<file path="src/rtl/pc_next_unit.sv">
// pc_next_unit
//   Program-counter register stage. Holds the architectural PC and updates it
//   once per accepted PC-source select. Code 2 (memory-indirect jump) runs a
//   single read on the memory port and loads the returned word into the PC.
//
// Ports
//   clk        in   1    system clock, rising edge
//   rst        in   1    asynchronous reset, active-high
//   sel_valid  in   1    pc_sel/target valid this cycle
//   pc_sel     in   2    0 inc, 1 target, 2 mem-indirect, 3 illegal
//   target     in   AW   branch/jump operand address
//   stall      in   1    blocks acceptance of sel_valid
//   mem_req    out  1    indirect-jump read request
//   mem_addr   out  AW   read address (target captured at accept)
//   mem_gnt    in   1    memory accepted mem_req this cycle
//   mem_valid  in   1    mem_rdata valid this cycle
//   mem_rdata  in   AW   indirect jump destination
//   pc         out  AW   current program counter / fetch address
//   busy       out  1    indirect jump in flight
//   sel_err    out  1    sticky: illegal pc_sel was accepted
//   dbg_state  out  2    current FSM state (0 idle, 1 req, 2 wait)
//
// Handshakes: a select transfers on a cycle with sel_valid=1, stall=0 and
// busy=0; selects offered while busy=1 are dropped, not queued. The memory
// request transfers on the cycle mem_req=1 and mem_gnt=1; mem_req stays
// asserted with mem_addr stable until then. Read data transfers on the first
// mem_valid=1 cycle after the grant cycle; mem_valid at other times is ignored.
module pc_next_unit #(
    parameter int            AW       = 8,
    parameter logic [AW-1:0] RESET_PC = '0
) (
    input  logic          clk,
    input  logic          rst,
    input  logic          sel_valid,
    input  logic [1:0]    pc_sel,
    input  logic [AW-1:0] target,
    input  logic          stall,
    output logic          mem_req,
    output logic [AW-1:0] mem_addr,
    input  logic          mem_gnt,
    input  logic          mem_valid,
    input  logic [AW-1:0] mem_rdata,
    output logic [AW-1:0] pc,
    output logic          busy,
    output logic          sel_err,
    output logic [1:0]    dbg_state
);

    typedef enum logic [1:0] {
        S_IDLE = 2'd0,
        S_REQ  = 2'd1,
        S_WAIT = 2'd2
    } state_t;

    state_t        r_state;
    state_t        w_state_next;
    logic [AW-1:0] r_pc;
    logic [AW-1:0] r_mem_addr;
    logic          r_sel_err;
    logic          w_accept;

    assign w_accept = sel_valid & ~stall & (r_state == S_IDLE);

    // State register
    always_ff @(posedge clk or posedge rst) begin
        if (rst) begin
            r_state <= S_IDLE;
        end else begin
            r_state <= w_state_next;
        end
    end

    // Next-state logic
    always_comb begin
        w_state_next = r_state;
        case (r_state)
            S_IDLE: begin
                if (w_accept && (pc_sel == 2'd2)) begin
                    w_state_next = S_REQ;
                end
            end
            S_REQ: begin
                if (mem_gnt) begin
                    w_state_next = S_WAIT;
                end
            end
            S_WAIT: begin
                if (mem_valid) begin
                    w_state_next = S_IDLE;
                end
            end
            default: w_state_next = S_IDLE;
        endcase
    end

    // PC, captured read address and sticky error flag
    always_ff @(posedge clk or posedge rst) begin
        if (rst) begin
            r_pc       <= RESET_PC;
            r_mem_addr <= '0;
            r_sel_err  <= 1'b0;
        end else if (w_accept) begin
            case (pc_sel)
                2'd0:    r_pc       <= r_pc + {{(AW-1){1'b0}}, 1'b1};
                2'd1:    r_pc       <= target;
                2'd2:    r_mem_addr <= target;
                default: r_sel_err  <= 1'b1;
            endcase
        end else if ((r_state == S_WAIT) && mem_valid) begin
            r_pc <= mem_rdata;
        end
    end

    // Outputs are pure decodes of registered state
    assign mem_req   = (r_state == S_REQ);
    assign busy      = (r_state != S_IDLE);
    assign mem_addr  = r_mem_addr;
    assign pc        = r_pc;
    assign sel_err   = r_sel_err;
    assign dbg_state = r_state;

endmodule
</file>
<file path="config.mk">
export PLATFORM = sky130hd
export DESIGN_NAME = pc_next_unit
export DESIGN_NICKNAME = d
export VERILOG_FILES = /design/src/rtl/pc_next_unit.sv
export SDC_FILE = /design/constraint.sdc
export NUM_CORES = 1
export LEC_CHECK = 0
export ABC_AREA = 1
export BUFFER_PORTS_ARGS = -buffer_cell sky130_fd_sc_hd__buf_2
export CAP_MARGIN = 0
export CORE_MARGIN = 2
export CORE_UTILIZATION = 45
export CTS_BUF_LIST = sky130_fd_sc_hd__clkbuf_8
export CTS_CLUSTER_SIZE = 24
export DETAILED_ROUTE_END_ITERATION = 16
export PLACE_DENSITY = 0.75
export SETUP_SLACK_MARGIN = 0.15
export SYNTH_ARGS = -nofsm -noshare
export SYNTH_HDL_FRONTEND = slang
export SYNTH_SLANG_ARGS = --single-unit
</file>
<file path="constraint.sdc">
create_clock -name clk -period 1.3 [get_ports clk]
set_input_delay 0.065 -clock clk [delete_from_list [all_inputs] [get_ports clk]]
set_output_delay 0.065 -clock clk [all_outputs]
set_load 0.02 [all_outputs]
</file>
==> qor.yml <==
port_buffers: 44
drc: 0
synth_compound_area_share_pct: 20.1
tightest_slew_ns: 0.390
setup_ws_ns: 0.0236
ant_nets: 0
drive_above_1_share_pct: 43.6
synthArstFlopShare_pct: 100
cts_tree: "done"
synthAdderAreaFrac_pct: 1.12
yosys.area_share.simple_pct: 26.5
drt-total-wl_um: 2930
dieHeight_um: 53.9
route.vias.total: 1210
grt_pass1_wl_um: 4860
root_buffer: "clkbuf_8"
ys_seq_area_share_pct: 42.5
placed_cells: 221
wl_per_cell_um: 12.6
viasPerCell: 5.22
holdCritPathClass: "in -> reg"
internal-power_mw: 1.28
fin_nets: 228
p_sw_share_pct: 41.6
fmax_mhz: 783
hpwl_um: 2120
yosys-top-cells-area: "dfrtp_1, nand2_1, a21oi_1"
cts_buffers: 3
synth_xor_area_share_pct: 0
synth_enable_flop_cells: 0
violations: "negative hold slack"
utilization_pct: 65.4
synthesis.area_um2: 1120
synthesis.instances: 145
p_comb_share_pct: 40.7
antenna_found_initial: 0
slew_viol_final: 0
seq_power_share_pct: 39.8
leakage_nw: 0.799
power_density_nw_per_um2: 1390
start_util_pct: 46.4
coreArea_um2: 2410
status: "finished, violations left"
clk_latency_ns: 0.26
hold_viol_final: 1
synthMostInstantiatedCell: "nand2_1"
syn_area_per_cell_um2: 7.71
synth_fp_nets: 170
maxCapViolCount: 0
cts_buffer_depth: 2
grt_max_degree: 20
layoutNonFillerInstCount: 232
worst_ir_drop_vdd_v: 0.000835
n_antenna_cell: 0
grt_usage_pct: 23.0
htree_levels: 1
cp.required_ns: 1.48
ys_warn_count: 0
synth.area.mux_share_pct: 0
dr.pass1.iters: 4
synth_cell_types: 23
criticalPathCategory: "reg -> reg"
yosysTopAreaCell: "dfrtp_1"
ioPinCount: 45
synth_common_cells: "nand2_1, a21oi_1, dfrtp_1, inv_1, nor2_1"
hold_ws_ns: -0.000459
clkPwrFrac_pct: 19.4
relSlewSlack_pct: 74.0
rsz0062_at_grt: "true"
cp-start-kind: "register"
final_area_um2: 1580
gp_congestion: 0.827
endpoint_kind: "register"
fp.dieW_um: 53.9
rows: 18
synth_ff_type: "dfrtp_1"
synth_seq_cells: 19
synth.top_cell.area_share_pct: 42.5
cts.sinks: 19
grt_pass1_vias: 1167
critPathMaxFanout: 8
fin_crit_ns: 1.28
drtIter0Drc: 29
netSwitchingPower_mw: 0.909
fin_crit_sh_pct: 98.2
die_area_um2: 2900
placed_area_um2: 1420
finalSetupViolCount: 0
overflow: 0
synth_top_family_by_area: "simple AND/OR/NAND/NOR gates"
place_ws_ns: 0.0151
critPathArrivalTime_ns: 1.46
skew_ns: 0.00125
path_clk_slew_ns: 0.07
area_growth_pct: 40.9
repair_timing:
item | 4_1_cts | 5_1_grt
cloned | 4 | 0
hold endpoints to repair | 20 | 0
endpoints found under the setup margin | 18 | 19
pin swaps | 1 | 1
setup buffers | 1 | 0
gates resized for setup | 7 | 5
hold buffers | 2 | 0
registers in the layout, summed over array words and instances (netlist names):
| register | flops |
|---|---|
| mem_addr | 8 |
| pc | 8 |
| dbg_state | 2 |
| sel_err | 1 |
cells by family (layout without fill, tap and decap cells):
logic type	after synthesis	after routing
fa+ha+maj	1	1
simple gates	63	67
flops	19	19
compound gates	38	38
buf+inv	24	77
metrics by stage:
stage	total power, mW	setup TNS [ns]
5_1_grt	2.34	-0.551
3_5_place_dp	1.72	0
2_1_floorplan	1.44	0
6_report	2.19	0
3_3_place_gp	1.71	0
4_1_cts	2.17	0
critical path: stages, from the launching register on:
cell	delay, ns
dfrtp_2	0.44
inv_1	0.14
nand3_1	0.14
nand2_4	0.12
nand2_4	0.09
inv_6	0.09
o21ai_1	0.07
o21ai_1	0.12
metal layers:
layer | vias up | part of all wire, % | global-route usage, %
li1 | 594 | - | -
met1 | 538 | 41 | 29.7
met2 | 68 | 47 | 35.6
met3 | 10 | 9.5 | 5.56
met4 | 0 | 2.5 | 12.0
met5 | - | 0 | 0
layout make-up:
| cell class | instances | area, µm² |
|---|---|---|
| clock inverters | 1 | 5.00 |
| inverters | 22 | 92.6 |
| multi-input cells | 106 | 636 |
| flip-flops and latches | 19 | 480 |
| well taps | 30 | 37.5 |
| repair buffers | 51 | 284 |
| fillers | 211 | 833 |
| clock buffers | 3 | 41.3 |
layout by cell type (no fill, tap or decap), types with 4 or more instances in the layout:
| cell type | instances |
|---|---|
| o21ai_2 | 8 |
| nand2_1 | 27 |
| dfrtp_2 | 4 |
| buf_2 | 43 |
| nor2_1 | 16 |
| dfrtp_1 | 15 |
| o21ai_0 | 6 |
| nand3_1 | 9 |
| a21oi_1 | 15 |
| inv_1 | 19 |
| a21oi_2 | 5 |
| buf_4 | 5 |
path summary, 6_finish.rpt:
check / start / endpoint / slack, ns / cells after the start
max: dbg_state[0] / pc[0] / 0.02 / 7
max in group asynchronous: rst / pc[0] / 0.71 / 4
max reg2reg: dbg_state[0] / pc[0] / 0.02 / 7
min in group asynchronous: rst / mem_addr[6] / 0.36 / 4
min: mem_valid / dbg_state[1] / -0.0005 / 2
min reg2reg: mem_addr[1] / mem_addr[1] / 0.48 / 2
power by group through the flow:
stage          logic, mW  clock network (mW)  registers (mW)
2_1_floorplan      0.404                   0            1.03
3_3_place_gp       0.834                   0           0.875
3_5_place_dp       0.841                   0           0.882
4_1_cts            0.884               0.421           0.870
5_1_grt            0.987               0.451           0.899
6_report           0.890               0.425           0.870
No activity file was read; power rests on OpenSTA's default activity.
